**config.mk**
```make
export PLATFORM = sky130hd
export DESIGN_NAME = wb_decode_mux
export DESIGN_NICKNAME = d
export VERILOG_FILES = /design/src/rtl/wb_decode_mux.sv
export SDC_FILE = /design/constraint.sdc
export NUM_CORES = 1
export LEC_CHECK = 0
export BUFFER_PORTS_ARGS = -buffer_cell sky130_fd_sc_hd__buf_2
export CORE_AREA = 2 2 99 101
export DETAILED_ROUTE_END_ITERATION = 8
export DIE_AREA = 0 0 101 103
export GPL_TIMING_DRIVEN = 0
export PLACE_DENSITY_LB_ADDON = 0.25
export SYNTH_ARGS = -nofsm -noshare
export SYNTH_HDL_FRONTEND = slang
export SYNTH_SLANG_ARGS = --single-unit
```
**constraint.sdc**
```tcl
create_clock -name wb_clk_i -period 2.55 [get_ports wb_clk_i]
set_clock_uncertainty 0.1 [all_clocks]
set_input_delay 0.765 -clock wb_clk_i [delete_from_list [all_inputs] [get_ports wb_clk_i]]
set_output_delay 0.765 -clock wb_clk_i [all_outputs]
set_load 0.005 [all_outputs]
```
**src/rtl/wb_decode_mux.sv**
```systemverilog
// wb_decode_mux: Wishbone slave-side address decoder and response mux with wait states, timeout and error response
module wb_decode_mux #(
  parameter int NSLV = 2,
  parameter logic [NSLV*12-1:0] BASE = {12'h380, 12'h300},
  parameter logic [NSLV*4-1:0] LAT = {4'd1, 4'd0},
  parameter int TIMEOUT = 255
) (
  input  logic                 wb_clk_i,
  input  logic                 wb_rst_ni,
  input  logic                 wbs_stb_i,
  input  logic                 wbs_cyc_i,
  input  logic                 wbs_we_i,
  input  logic [3:0]           wbs_sel_i,
  input  logic [31:0]          wbs_adr_i,
  input  logic [31:0]          wbs_dat_i,
  output logic                 wbs_ack_o,
  output logic [31:0]          wbs_dat_o,
  output logic [NSLV-1:0]      s_stb_o,
  output logic [NSLV-1:0]      s_cyc_o,
  output logic                 s_we_o,
  output logic [3:0]           s_wmask_o,
  output logic [31:0]          s_adr_o,
  output logic [31:0]          s_dat_o,
  input  logic [NSLV-1:0]      s_ack_i,
  input  logic [NSLV*32-1:0]   s_dat_i,
  output logic                 err_o,
  output logic [7:0]           err_cnt_o,
  output logic                 busy_o
);
  typedef enum logic [1:0] {IDLE, ACTIVE, ACK, ERR} state_t;
  state_t state;
  logic [2:0] idx, dec_idx;
  logic hit, dec_hit, sel, done, s_ack_k;
  logic [3:0] wcnt, lat_k;
  logic [9:0] tcnt;
  logic [31:0] rdat_k;
  // lowest-index base match wins, so scan downward and let lower k overwrite
  always_comb begin
    dec_hit = 1'b0;
    dec_idx = '0;
    for (int k = NSLV - 1; k >= 0; k--)
      if (wbs_adr_i[31:20] == BASE[12*k +: 12]) begin
        dec_hit = 1'b1;
        dec_idx = 3'(k);
      end
  end
  // view of the latched slave: its latency, ack, read data and strobe fan-out
  always_comb begin
    lat_k = '0;
    s_ack_k = 1'b0;
    rdat_k = '0;
    s_stb_o = '0;
    s_cyc_o = '0;
    for (int k = 0; k < NSLV; k++)
      if (idx == 3'(k)) begin
        lat_k = LAT[4*k +: 4];
        s_ack_k = s_ack_i[k];
        rdat_k = s_dat_i[32*k +: 32];
        s_stb_o[k] = sel & wbs_stb_i & wbs_cyc_i;
        s_cyc_o[k] = sel & wbs_cyc_i;
      end
  end
  assign sel = state == ACTIVE && hit;
  assign done = lat_k == 4'd0 ? s_ack_k : wcnt == lat_k - 4'd1;
  assign busy_o = state != IDLE;
  assign s_we_o = sel & wbs_we_i;
  assign s_wmask_o = sel ? wbs_sel_i & {4{wbs_we_i}} : 4'h0;
  assign s_adr_o = sel ? wbs_adr_i : 32'h0;
  assign s_dat_o = sel ? wbs_dat_i : 32'h0;
  // transaction FSM; a decode miss spends its one ACTIVE cycle with no slave strobed, then errors
  always_ff @(posedge wb_clk_i or negedge wb_rst_ni)
    if (!wb_rst_ni) begin
      state <= IDLE;
      idx <= '0;
      hit <= 1'b0;
      wcnt <= '0;
      tcnt <= '0;
      wbs_ack_o <= 1'b0;
      wbs_dat_o <= '0;
      err_o <= 1'b0;
      err_cnt_o <= '0;
    end else begin
      wbs_ack_o <= 1'b0;
      err_o <= 1'b0;
      case (state)
        IDLE: begin
          wcnt <= '0;
          tcnt <= '0;
          if (wbs_cyc_i && wbs_stb_i) begin
            state <= ACTIVE;
            idx <= dec_idx;
            hit <= dec_hit;
          end
        end
        ACTIVE:
          if (!wbs_cyc_i) state <= IDLE;
          else if (hit && done) begin
            state <= ACK;
            wbs_ack_o <= 1'b1;
            wbs_dat_o <= rdat_k;
          end else if (!hit || tcnt == 10'(TIMEOUT - 1)) begin
            state <= ERR;
            wbs_ack_o <= 1'b1;
            err_o <= 1'b1;
            wbs_dat_o <= 32'hDEAD_BEEF;
            err_cnt_o <= err_cnt_o + 8'(err_cnt_o != 8'hFF);
          end else begin
            wcnt <= wcnt + 4'd1;
            tcnt <= tcnt + 10'd1;
          end
        default: state <= IDLE;
      endcase
    end
endmodule

```
==> impl_results.md <==
* Status: finished, violations left
* Failing checks: negative setup slack
* Rel. slew slack at 47.8%
* Synth-to-Final Area Change at 52.4%
* DRC at 0
* Final Hold Vio Count at 0
* Final WS setup at -0.0203 ns
* Final #Nets at 788
* Crit Path Class: flop to primary output
* Synth unique cells at 44
* Number of vias per cell at 5.00
* Syn Inst Count at ~370
* Fillers at around 900
* Gr ovfl total at 0
* Lkg Pwr at roughly 2.7 nW
* P per Cell Area at 397 nW/µm²
* Number of CTS-inserted buffers at 9
* Pin count of the biggest net entering global routing at 61
* Worst Hold Path EP: wbs_dat_o[17]
* Die Ht at 103 µm
* WL/cell at between 15 and 20 µm
* Port bufs at 253
* WP data required at 1.69 ns
* R2R Setup Slk at about 0.28 ns
* Crit path arrival time at 1.71 ns
* Synth Register Bits at 60
* Antenna violations before repair at 0
* Max Cap Viol at 0
* H-tree levels at 3
* Via count at 3813
* Most frequent cells in the layout: buf_2 (249), and2_1 (59), dfrtp_1 (59)
* Register area at 1500 µm²
* Row count at 36
* CP max stage cell: dfrtp_2
* Unrepaired setup endpoints after global routing: true
* First-pass GRT wire length at 18.1 mm
* Syn Area/Cell at 9.48 µm²
* Routability cong. at 0.928
* Share of cells above drive strength 1 at 49.0%
* Total Die Area at 10400 µm²
* Critical Path Source Type: flop
* Core area at between 9000 and 10000 µm²
* CTS tree: done
* Buf/Inv on CP at 3
* Die width at between 100 and 150 µm
* Io pins at 255
* Starting Density at 37.2%
* Worst-Skew Late Latency at 0.33 ns
* Area occupied by multi-input gates at 1930 µm²
* Clock slew at reported path FFs at 0.06 ns
* DRT antenna net count at 0
* Register area share after synthesis at 42.7%
* HPWL after DPL at 10.3 mm
* Final Setup Violations at 3
* Min Tclk post-route at 2.57 ns
* Syn nets at 515
* CP Max Fanout at 10
* Initial DRC count at 145
* Post-route setup TNS at -0.0249 ns
* Period utilisation layout at 101%
* Slowest stage delay, CP at roughly 0.44 ns
* Reg2reg path depth at 9
* Vias in the first global route at around 3500
* R2R Path Start: tcnt[0]
* Min-Delay Path Depth at 2
* CTS Root Cell: clkbuf_8
* Worst path top cell family by delay: simple AND/OR/NAND/NOR gates
* Worst-Margin Slew at 0.783 ns
* Min-Delay Path Class: flop to flop
* Fmax achieved at 389 MHz
* Routed WL at 13.1 mm
* RR Endpoint: wbs_dat_o[9]
* Critical path capture point type: primary output
* Cells along the critical path: nor3b_4, buf_6, buf_6, and2_1, buf_2
* Most used cell, CP: buf_6
* All-layer global routing usage at 22.9%
* Max VDD drop at 196 µV
* Drt first pass iters at 5
* # diodes at 0
* Deepest clock path buffer count at 2
* YS warnings at 0
* Post-place setup slack at -0.143 ns
* Mapped cell area at 3520 µm²
* Fin. max-slew vios at 0
* Clock sink total at 60
* Most common cell after layout, fill and taps aside: buf_2
* Min-Delay Startpoint: wbs_dat_o[17]
where the power goes:
group | internal (mW) | switching (mW) | total, mW
Sequential | 0.983 | 0.0398 | 1.02
Clock | 0.447 | 0.362 | 0.808
Combinational | 0.150 | 0.146 | 0.296
Total | 1.58 | 0.547 | 2.13
cells by family (layout without fill, tap and decap cells):
group | Yosys count | in the layout | synth area share (%)
and+or+nand+nor | 178 | 178 | 28.0
DFF | 60 | 60 | 42.7
AOI/OAI and AO/OA | 51 | 51 | 10.6
muxes | 34 | 34 | 9.74
buffers and inverters | 29 | 307 | 3.77
xor gates and xnor gates | 14 | 14 | 3.49
adders and majority gates | 5 | 5 | 1.78
Yosys cell counts, drive strengths merged:
cell type   n  area share, %
or3         2           0.36
o21ai       4           0.89
buf        11            1.8
nand3      12            1.8
nand3b      1           0.21
nor2       37            3.9
nand2      22            2.3
a31oi      24            4.3
mux2        2           0.64
clkbuf     11            1.2
a21oi       4           0.68
and3b       1           0.25
and4        1           0.25
and2       67             12
nor3        4           0.57
or2         1           0.18
inv         7           0.75
o31ai       8            1.7
mux2i      32            9.1
or4b        1           0.28
o2bb2ai     2           0.50
xor2        7            1.7
ha          5            1.8
a2111oi     1           0.28
xnor2       7            1.7
a211oi      2           0.78
dfrtp      60             43
a211o       1           0.25
nor2b       2           0.36
and3        9            1.6
nand4       9            1.6
nand2b      2           0.36
nor4        5            1.3
nor3b       2           0.57
a22o        5            1.2
flip-flops by register name, summed over array words and instances (netlist names):
register,cells
wbs_dat_o,32
err_o,1
hit,1
wbs_ack_o,1
state,2
idx,1
wcnt,4
err_cnt_o,8
tcnt,10
layer usage:
layer  vias to the layer above  global-route usage, %  part of all wire, %
met5                         -                      0                    0
met4                         0                   6.65                  1.2
met3                        11                   4.54                  6.4
met2                       162                   39.8                   51
met1                      1805                   29.1                   41
li1                       1835                      -                    -
cell type report:
cell class | instances | share of cell area, %
clock inverter | 5 | 0.980
sequential | 60 | 28.0
clock buffer | 11 | 2.45
multi-input combinational | 282 | 36.1
buffer | 22 | 2.99
timing repair buffer | 262 | 26.3
inverter | 7 | 0.537
tap | 114 | 2.66
tightest hold or removal path, delay by kind of cell, from the launching register on:
kind	cells	cell delay (ns)
DFF	1	0.34
AOI/OAI and AO/OA	1	0.06
and+or+nand+nor	1	0.05
per-stage QoR:
step                      power (mW)  utilization [%]  hold WS, ns  cell area, µm²  std cells
after floorplan                 1.14                -        0.369            3520        371
after global placement          1.32             52.1        0.355            4930        738
after detailed placement        1.33             52.1        0.362            4930        738
after CTS                       2.14             54.4        0.377            5150        756
after global routing            2.24             56.7        0.393            5360        763
final                           2.13             56.7        0.377            5360        763
how the worst max path moves through the flow:
stage / startpoint / to / slack, ns / cells past startpoint
after floorplan: hit / s_dat_o[21] / 0.36 / 5
after global placement: hit / s_dat_o[27] / -0.12 / 6
after detailed placement: hit / s_dat_o[21] / -0.14 / 6
after CTS: hit / s_adr_o[29] / -0.05 / 6
after global routing: state[1] / s_adr_o[22] / -0.10 / 5
final: state[1] / s_adr_o[22] / -0.02 / 5
repair_timing:
action,in CTS,in global routing
setup buffers,2,6
pin swaps,1,8
gates cloned,0,1
hold buffers,0,0
setup endpoints to repair,70,66
gates resized for setup,10,57
Note: power is estimated with default switching activity, not from simulation.
